### src/rtl/ps2_history_display.sv
// PS/2 scancode history viewer: decodes E0/F0 prefixes, keeps the last NUM_DIGITS/2
// committed bytes and scans them as hex onto a common-anode 7-segment display.
module ps2_history_display #(
  parameter int NUM_DIGITS      = 4,
  parameter int REFRESH_CYCLES  = 100000,
  parameter int LED_HOLD_CYCLES = 25000000,
  parameter int SHOW_BREAK      = 0
) (
  input  logic                  clk,
  input  logic                  rstn,
  input  logic                  key_valid,
  input  logic [7:0]            scancode,
  input  logic                  clear,
  output logic [6:0]            seg,
  output logic [NUM_DIGITS-1:0] an,
  output logic                  dp,
  output logic                  led
);

  localparam int DEPTH = NUM_DIGITS / 2;
  localparam int IDXW  = (NUM_DIGITS > 1) ? $clog2(NUM_DIGITS) : 1;
  localparam int REFW  = (REFRESH_CYCLES > 1) ? $clog2(REFRESH_CYCLES) : 1;
  localparam int LEDW  = (LED_HOLD_CYCLES > 0) ? $clog2(LED_HOLD_CYCLES + 1) : 1;
  localparam bit KEEP_BREAK = (SHOW_BREAK != 0);

  typedef struct packed {
    logic       valid;
    logic       ext;
    logic       brk;
    logic [7:0] data;
  } slot_t;

  typedef enum logic [1:0] {IDLE, EXT, BRK, EXT_BRK} state_t;

  state_t            state, state_next;
  logic              commit, commit_ext, commit_brk, store;
  slot_t             slots [DEPTH];
  logic [REFW-1:0]   refresh_cnt;
  logic [IDXW-1:0]   idx;
  logic [LEDW-1:0]   led_cnt;
  slot_t             cur;
  logic              high;
  logic [3:0]        nibble;
  logic [6:0]        seg_next;
  logic              dp_next;

  function automatic logic [6:0] hex_font(input logic [3:0] n);
    case (n)
      4'h0: hex_font = 7'h40;
      4'h1: hex_font = 7'h79;
      4'h2: hex_font = 7'h24;
      4'h3: hex_font = 7'h30;
      4'h4: hex_font = 7'h19;
      4'h5: hex_font = 7'h12;
      4'h6: hex_font = 7'h02;
      4'h7: hex_font = 7'h78;
      4'h8: hex_font = 7'h00;
      4'h9: hex_font = 7'h10;
      4'hA: hex_font = 7'h08;
      4'hB: hex_font = 7'h03;
      4'hC: hex_font = 7'h46;
      4'hD: hex_font = 7'h21;
      4'hE: hex_font = 7'h06;
      default: hex_font = 7'h0E;
    endcase
  endfunction

  always_ff @(posedge clk or negedge rstn) begin
    if (!rstn) state <= IDLE;
    else       state <= state_next;
  end

  // Prefix bytes accumulate into EXT/BRK flags; any other byte commits and returns to IDLE.
  always_comb begin
    state_next = state;
    commit     = 1'b0;
    commit_ext = 1'b0;
    commit_brk = 1'b0;
    if (clear) begin
      state_next = IDLE;
    end else if (key_valid) begin
      case (state)
        IDLE: begin
          if (scancode == 8'hE0)      state_next = EXT;
          else if (scancode == 8'hF0) state_next = BRK;
          else begin
            commit = 1'b1; state_next = IDLE;
          end
        end
        EXT: begin
          if (scancode == 8'hE0)      state_next = EXT;
          else if (scancode == 8'hF0) state_next = EXT_BRK;
          else begin
            commit = 1'b1; commit_ext = 1'b1; state_next = IDLE;
          end
        end
        BRK: begin
          if (scancode == 8'hE0)      state_next = EXT_BRK;
          else if (scancode == 8'hF0) state_next = BRK;
          else begin
            commit = 1'b1; commit_brk = 1'b1; state_next = IDLE;
          end
        end
        default: begin
          if (scancode == 8'hE0 || scancode == 8'hF0) state_next = EXT_BRK;
          else begin
            commit = 1'b1; commit_ext = 1'b1; commit_brk = 1'b1; state_next = IDLE;
          end
        end
      endcase
    end
  end

  assign store = commit & (~commit_brk | KEEP_BREAK);

  always_ff @(posedge clk or negedge rstn) begin
    if (!rstn) begin
      for (int j = 0; j < DEPTH; j++) slots[j] <= '0;
    end else if (clear) begin
      for (int j = 0; j < DEPTH; j++) slots[j] <= '0;
    end else if (store) begin
      for (int k = DEPTH - 1; k > 0; k--) slots[k] <= slots[k-1];
      slots[0] <= {1'b1, commit_ext, commit_brk, scancode};
    end
  end

  always_ff @(posedge clk or negedge rstn) begin
    if (!rstn) begin
      refresh_cnt <= '0;
      idx         <= '0;
    end else if (refresh_cnt == REFW'(REFRESH_CYCLES - 1)) begin
      refresh_cnt <= '0;
      idx         <= (idx == IDXW'(NUM_DIGITS - 1)) ? '0 : idx + 1'b1;
    end else begin
      refresh_cnt <= refresh_cnt + 1'b1;
    end
  end

  // Even digits show the low nibble and break flag, odd digits the high nibble and ext flag.
  always_comb begin
    cur  = '0;
    high = 1'b0;
    for (int d = 0; d < NUM_DIGITS; d++) begin
      if (idx == IDXW'(d)) begin
        cur  = slots[d/2];
        high = ((d % 2) == 1);
      end
    end
    nibble   = high ? cur.data[7:4] : cur.data[3:0];
    seg_next = cur.valid ? hex_font(nibble) : 7'h7F;
    dp_next  = cur.valid ? ~(high ? cur.ext : cur.brk) : 1'b1;
  end

  always_ff @(posedge clk or negedge rstn) begin
    if (!rstn) begin
      seg <= 7'h7F;
      an  <= '1;
      dp  <= 1'b1;
    end else begin
      seg <= seg_next;
      an  <= ~(NUM_DIGITS'(1) << idx);
      dp  <= dp_next;
    end
  end

  always_ff @(posedge clk or negedge rstn) begin
    if (!rstn) begin
      led_cnt <= '0;
      led     <= 1'b0;
    end else begin
      if (clear)               led_cnt <= '0;
      else if (store)          led_cnt <= LEDW'(LED_HOLD_CYCLES);
      else if (led_cnt != '0)  led_cnt <= led_cnt - 1'b1;
      led <= (led_cnt != '0);
    end
  end

endmodule
### config.mk
export PLATFORM = sky130hd
export DESIGN_NAME = ps2_history_display
export DESIGN_NICKNAME = d
export VERILOG_FILES = /design/src/rtl/ps2_history_display.sv
export SDC_FILE = /design/constraint.sdc
export NUM_CORES = 1
export LEC_CHECK = 0
export BUFFER_PORTS_ARGS = -buffer_cell sky130_fd_sc_hd__buf_4
export CAP_MARGIN = 20
export CORE_ASPECT_RATIO = 0.75
export CORE_MARGIN = 2
export CORE_UTILIZATION = 54
export CTS_CLUSTER_SIZE = 28
export DETAILED_ROUTE_END_ITERATION = 6
export GPL_TIMING_DRIVEN = 0
export PLACE_DENSITY = 0.72
export REMOVE_ABC_BUFFERS = 1
export SLEW_MARGIN = 15
export SYNTH_ARGS = -nofsm -noshare
export SYNTH_HDL_FRONTEND = slang
export SYNTH_SLANG_ARGS = --single-unit
### constraint.sdc
create_clock -name clk -period 3.25 [get_ports clk]
set_input_delay 0.975 -clock clk [delete_from_list [all_inputs] [get_ports clk]]
set_output_delay 0.975 -clock clk [all_outputs]
set_load 0.005 [all_outputs]
==> qor.yml, run 1 <==
crit_type: "primary input to register"
die_x_um: 105
async_flop_share_pct: 100
reg2reg_to: "seg[3]"
path_buf_inv: 1
io_pins: 25
nNetsFinal: 475
critPathRequiredTime_ns: 3.51
nFillCells: 605
hold_buffers: 0
area_growth_pct: 12.0
leakage_nw: 1.95
cts.path.max_buffers: 2
ys_top_cells_by_area: "dfrtp_1 42%, dfstp_2 7.6%, nand2_1 5.5%"
start_util_pct: 56.2
cts_resized: 0
met1_length_um: 3980
ys_types: 52
hpwl_um: 5630
core-area_um2: 7400
pwr_density_cell_nw_per_um2: 496
drt-initial-drc-count: 214
yosysTopAreaCellShare_pct: 41.5
synth_top_cell_by_area: "dfrtp_1"
grt_pass1_wl_um: 14400
numCtsBuffers: 9
syn_inst: 433
grt_start_max_net_pins: 82
crit_cells: 6
min_period_ns: 2.81
grt_pass1_vias: 3022
routed.top_layer: "met4"
cp-startpoint: "scancode[3]"
r2r_cells: 8
dieArea_um2: 8420
wl_met3_um: 437
wl_per_cell_um: 15.2
maxCapViolations: 0
synth_edf_count: 0
period_share_pct: 86.5
outcome: "complete, no violations"
antenna_found_initial: 0
clockRootBuffer: "clkbuf_8"
grt_use_total_pct: 21.7
ys_seq_area_share_pct: 49.1
cts_tree: "done"
cp_top_family: "simple AND/OR/NAND/NOR gates"
r2r_slack_ns: 0.47
ir_worst_vdd_uv: 210
relSlewSlack_pct: 47.7
postLayoutCoreUtil_pct: 62.9
cts_sinks: 81
crit_path_end_kind: "register"
rsz0062_at_grt: "false"
path_cells: "buf_4 -> or4_1 -> o21ai_1 -> or2_2 -> nand2b_2 -> a211oi_1"
die-height_um: 80.0
hold_path.class: "primary input to async pin"
vias: 3201
synth_area_um2: 4160
cts_setup_buffers: 0
tightest_slew_ns: 0.774
io_buffers: 24
start_kind: "primary input"
globalplace.congestion: 0.891
finalClockSkew_ns: 0.0102
place_ws_ns: 0.0641
finalSetupViolations: 0
wl_met2_um: 3960
synth_ff_type: "dfrtp_1"
clk_pin_slew_worst_paths_ns: 0.08
fmax_ghz: 0.356
finalPower_mw: 2.31
firstDrtPassIters: 4
drive_gt1_share_pct: 15.6
drt-total-wl_um: 8440
clock_latency_ns: 0.35
ys_ff_latch: 81
r2r_start: "idx[0]"
slew_viol_final: 0
antenna_left: 0
placementRows: 27
crit_fanout: 31
grt-ovfl-total: 0
setup_ws_ns: 0.438
synth_warnings: 0
diodes: 0
critPathArrivalTime_ns: 3.07
htree_levels: 3
worst_path_max_delay_cell: "or2_2"
hold_viol_final: 0
max_stage_delay_ns: 0.56
fin_setup_tns_ns: 0
viasPerCell: 5.75
syn_area_per_cell_um2: 9.60
crit_end: "led_cnt[1]"
drc_errors: 0
[how the worst min path moves through the flow]
stage / slack [ns] / start / cells after the start / end
floorplan: 0.45 / refresh_cnt[0] / 1 / refresh_cnt[0]
global placement: 0.48 / refresh_cnt[0] / 1 / refresh_cnt[0]
detailed placement: 0.49 / refresh_cnt[14] / 1 / refresh_cnt[14]
CTS: 0.50 / refresh_cnt[14] / 1 / refresh_cnt[14]
global route: 0.48 / rstn / 1 / led_cnt[1]
finish: 0.49 / rstn / 1 / led_cnt[4]
[power by group]
group | switching, mW | internal [mW]
combinational | 0.195 | 0.148
sequential | 0.0553 | 1.07
clock | 0.348 | 0.497
[registers in the layout, summed over array words and instances (netlist names)]
| signal | cells |
|---|---|
| dp | 1 |
| state | 2 |
| led | 1 |
| an | 4 |
| seg | 7 |
| led_cnt | 25 |
| idx | 2 |
| refresh_cnt | 17 |
| slots | 22 |
[through the flow]
step / hold WS [ns] / instance area (um^2) / std cells
CTS: 0.504 / 4630 / 556
global route: 0.482 / 4650 / 557
global placement: 0.478 / 4380 / 539
finish: 0.487 / 4650 / 557
floorplan: 0.455 / 4070 / 414
detailed placement: 0.490 / 4390 / 540
[worst reg2reg max path: stages, from the launching register on]
cell	delay, ns
dfrtp_1	0.44
ha_1	0.45
or3_1	0.50
o221ai_1	0.47
inv_1	0.14
ha_1	0.34
a21oi_1	0.12
a21oi_1	0.05
a32oi_1	0.19
[logic make-up (layout without fill, tap and decap cells)]
group,Yosys count,count (layout),share of synthesized area (%)
AOI/OAI and AO/OA,80,80,11.8
xor gates and xnor gates,34,34,7.16
adders and majority gates,12,12,3.61
buffers and inverters,34,57,3.46
DFF,81,81,49.1
muxes,11,11,2.71
and+or+nand+nor,181,181,22.2
[layer usage]
metal  track usage (%)  up-vias
met1              29.5     1577
met2              33.7       67
met3              6.69        8
met4              6.13        0
met5                 0        -
li1                  -     1549
[layout make-up]
cell class | instances | area [um^2] | area share (%)
Inverter | 15 | 56.3 | 1.21
Tap cell | 101 | 126 | 2.72
Multi-Input combinational cell | 318 | 1970 | 42.4
Timing Repair Buffer | 26 | 223 | 4.79
Sequential cell | 81 | 2040 | 43.9
Clock inverter | 2 | 60.1 | 1.29
Clock buffer | 14 | 173 | 3.71
[synth_stat cells (all sizes together) (3+ instances only)]
cell type,number
a211oi,3
a21oi,35
and3,3
buf,5
clkbuf,14
dfrtp,69
dfstp,12
ha,12
inv,15
mux2i,9
nand2,61
nand2b,4
nand3,9
nand4,9
nor2,47
nor2b,3
nor3,5
nor3b,4
nor4,16
o211ai,3
o21ai,14
o221ai,5
o22ai,7
o31ai,3
or2,6
or3,4
or4,5
xnor2,18
xor2,16
[placed cells by master, fill, tap and decap left out, drive strengths merged, types with 2 or more instances in the layout]
cell    Yosys  layout
a211oi      3       3
a21oi      35      35
and3        3       3
buf         5      26
bufinv      0       2
clkbuf     14      14
dfrtp      69      69
dfstp      12      12
ha         12      12
inv        15      15
mux2        2       2
mux2i       9       9
nand2      61      61
nand2b      4       4
nand3       9       9
nand4       9       9
nor2       47      47
nor2b       3       3
nor3        5       5
nor3b       4       4
nor4       16      16
nor4b       2       2
o211ai      3       3
o21ai      14      14
o221ai      5       5
o22ai       7       7
o31ai       3       3
o41a        2       2
o41ai       2       2
or2         6       6
or3         4       4
or4         5       5
xnor2      18      18
xor2       16      16
(Power assumes the default switching activity.)
==> run 2, diff against run 1 <==
--- a/config.mk
+++ b/config.mk
@@ -5,10 +5,11 @@
 export SDC_FILE = /design/constraint.sdc
 export NUM_CORES = 1
 export LEC_CHECK = 0
-export BUFFER_PORTS_ARGS = -buffer_cell sky130_fd_sc_hd__buf_4
+export ABC_AREA = 1
+export BUFFER_PORTS_ARGS = -buffer_cell sky130_fd_sc_hd__buf_2
 export CAP_MARGIN = 20
 export CORE_ASPECT_RATIO = 0.75
-export CORE_MARGIN = 2
+export CORE_MARGIN = 4
 export CORE_UTILIZATION = 54
 export CTS_CLUSTER_SIZE = 28
 export DETAILED_ROUTE_END_ITERATION = 6
==> run 2 against run 1 <==
Compared with the run above: non-clock buffer count fell by 1; maximum frequency rose by 5.2%; global-route usage fell by 0.58 points; worst hold slack got worse by 0.012 ns; clock power fell by 18%; critical path depth rose by 1; highest routed layer unchanged.
==> qor.yml, run 2 <==
outcome: "complete, no violations"
worst_path_max_delay_cell: "nand2_2"
vias: 3824  # +19%
ys_seq_area_share_pct: 45.7  # -3.4 points
finalClockSkew_ns: 0.0114  # +0.00117 ns
r2r_cells: 13  # +5
setup_ws_ns: 0.577  # +0.139 ns
worstHoldPathCells: 1
cp-startpoint: "clear"
io_buffers: 24  # unchanged
hold_path.class: "register to register"
start_kind: "primary input"
ys_ff_latch: 81  # unchanged
pwr_density_cell_nw_per_um2: 485  # -2.3%
crit_cells: 7  # +1
rsz0062_at_grt: "false"
synth_ff_type: "dfrtp_1"
hold_buffers: 0  # unchanged
grt_pass1_wl_um: 16600  # +15%
synth_top_cell_by_area: "dfrtp_1"
nNetsFinal: 638  # +34%
die-height_um: 86.8  # +8.5%
cts_sinks: 81  # unchanged
critPathArrivalTime_ns: 2.93  # -0.14 ns
async_flop_share_pct: 100  # unchanged
wl_per_cell_um: 13.3  # -13%
cp_top_family: "simple AND/OR/NAND/NOR gates"
drc_errors: 0  # unchanged
reg.largest.list: "led_cnt: 25 flops, slots: 22 flops, refresh_cnt: 17 flops"
final_cell_mix: "130 x nand2_1, 100 x inv_1, 80 x nor2_1"
largest_register_ffs: 25  # unchanged
layoutNonFillerInstCount: 724  # +30%
critPathRequiredTime_ns: 3.51  # about the same
yosys.cell_count.top_type: "nand2_1"
path_buf_inv: 2  # +1
nFillCells: 715  # +18%
viasPerCell: 5.28  # -8.1%
htree_levels: 3  # unchanged
cts.path.max_buffers: 2  # unchanged
grt_use_total_pct: 21.1  # -0.58 points
ir_worst_vdd_uv: 360  # +72%
antenna_left: 0  # unchanged
yosysTopAreaCellShare_pct: 38.6  # -2.9 points
fin_setup_tns_ns: 0  # unchanged
relSlewSlack_pct: 59.3  # +12 points
placed_area_um2: 4700  # +6.9%
synthTopCellsByCount: "130 x nand2_1, 100 x inv_1, 80 x nor2_1"
syn_inst: 585  # +35%
clk_pin_slew_worst_paths_ns: 0.08  # about the same
fmax_ghz: 0.374  # +5.2%
slew_viol_final: 0  # unchanged
hold_viol_final: 0  # unchanged
globalplace.congestion: 0.948  # +6.3%
crit_path_end_kind: "register"
start_util_pct: 56.0  # -0.23 points
numCtsBuffers: 9  # unchanged
clock_latency_ns: 0.37  # +0.02 ns
place_ws_ns: 0.256  # +0.192 ns
final_area_um2: 4880  # +4.9%
placementRows: 28  # +3.7%
leakage_nw: 2.47  # +27%
crit_type: "primary input to register"
max_stage_delay_ns: 0.63  # +0.07 ns
synth_area_um2: 4470  # +7.5%
period_share_pct: 82.2  # -4.3 points
firstDrtPassIters: 5  # +1
cts_setup_buffers: 0  # unchanged
drt-initial-drc-count: 249  # +16%
finalSetupViolations: 0  # unchanged
die_x_um: 113  # +7.4%
ys_top_cells_by_area: "dfrtp_1 39%, nand2_1 11%, inv_1 8.4%"
grt_pass1_vias: 3703  # +23%
regMostFlops: "led_cnt"
crit_fanout: 26  # -16%
drive_gt1_share_pct: 12.8  # -2.8 points
ys_types: 34  # -35%
path_cells: "buf_2 -> nor2_1 -> nand3_2 -> nand2_2 -> inv_1 -> nand2_1 -> nor2_1"
core-area_um2: 7990  # +8.0%
min-delay-start: "refresh_cnt[0]"
r2r_start: "idx[0]"
tightest_slew_ns: 0.610  # -0.163 ns
clockRootBuffer: "clkbuf_8"
cts_resized: 0  # unchanged
place_inst: 708  # +31%
syn_area_per_cell_um2: 7.64  # -20%
crit_top_cell: "nor2_1"
antenna_found_initial: 0  # unchanged
maxCapViolations: 0  # unchanged
area_growth_pct: 9.21
mostFrequentLayoutCell: "nand2_1"
grt-ovfl-total: 0  # unchanged
hpwl_um: 6960  # +23%
synth_warnings: 0  # unchanged
drt-total-wl_um: 9590  # +14%
cts_tree: "done"
min_period_ns: 2.67  # -0.139 ns
grt_start_max_net_pins: 52  # -37%
synth_edf_count: 0  # unchanged
dieArea_um2: 9810  # +16%
diodes: 0  # unchanged
io_pins: 25  # unchanged
[run 2: final timing paths]
| kind | slack [ns] | end |
|---|---|---|
| setup reg to reg | 0.95 | seg[3] |
| hold reg to reg | 0.47 | refresh_cnt[0] |
| max in group asynchronous | 2.07 | seg[5] |
| hold / removal | 0.47 | refresh_cnt[0] |
| setup / recovery | 0.58 | led_cnt[23] |
| min in group asynchronous | 0.54 | led_cnt[12] |
[run 2: final cells by class]
| cell class | instances | area (um^2) | area share [%] |
|---|---|---|---|
| Clock buffer | 12 | 155 | 3.18 |
| Sequential cell | 81 | 2040 | 41.8 |
| Inverter | 103 | 387 | 7.92 |
| Multi-Input combinational cell | 394 | 1990 | 40.7 |
| Timing Repair Buffer | 25 | 150 | 3.08 |
| Tap cell | 105 | 131 | 2.69 |
| Clock inverter | 4 | 27.5 | 0.564 |
[run 2: power breakdown]
group	switching, mW	internal, mW
logic	0.368	0.173
clock network	0.374	0.320
registers	0.0518	1.08
total	0.794	1.57
[run 2: cell families after synthesis]
kind of cell | Yosys count | synth area share (%)
DFF | 81 | 45.7
adders and majority gates | 12 | 3.36
AOI/OAI and AO/OA | 59 | 7.59
buffers and inverters | 110 | 9.83
xor gates and xnor gates | 11 | 2.16
and+or+nand+nor | 312 | 31.4
[run 2: metrics by stage]
step                      utilization, %  power (mW)  hold WS, ns
after floorplan                        -        1.54        0.432
after global routing                61.1        2.52        0.519
after CTS                           61.1        2.38        0.475
final                               61.1        2.37        0.475
after global placement              58.4        1.66        0.445
after detailed placement            58.8        1.69        0.464
[run 2: worst reg2reg max path, cell delays in order (launching register included)]
cell and delay [ns]:
dfrtp_1 0.45, inv_1 0.10, ha_1 0.21, inv_1 0.14
nand2_4 0.11, nor2_4 0.21, nand3_1 0.12, nand2_1 0.17
inv_1 0.10, ha_1 0.25, inv_1 0.08, nand3_1 0.10
nand3_1 0.11, nand3_1 0.08
[run 2: per-layer routing]
metal | routed length [um] | share of wire (%) | up-vias | global-route usage [%]
met4 | 124 | 1.3 | 0 | 6.66
met1 | 4540 | 47 | 1837 | 28.2
met2 | 4450 | 46 | 73 | 34.4
met3 | 473 | 4.9 | 10 | 5.02
met5 | 0 | 0 | - | 0
li1 | - | - | 1904 | -
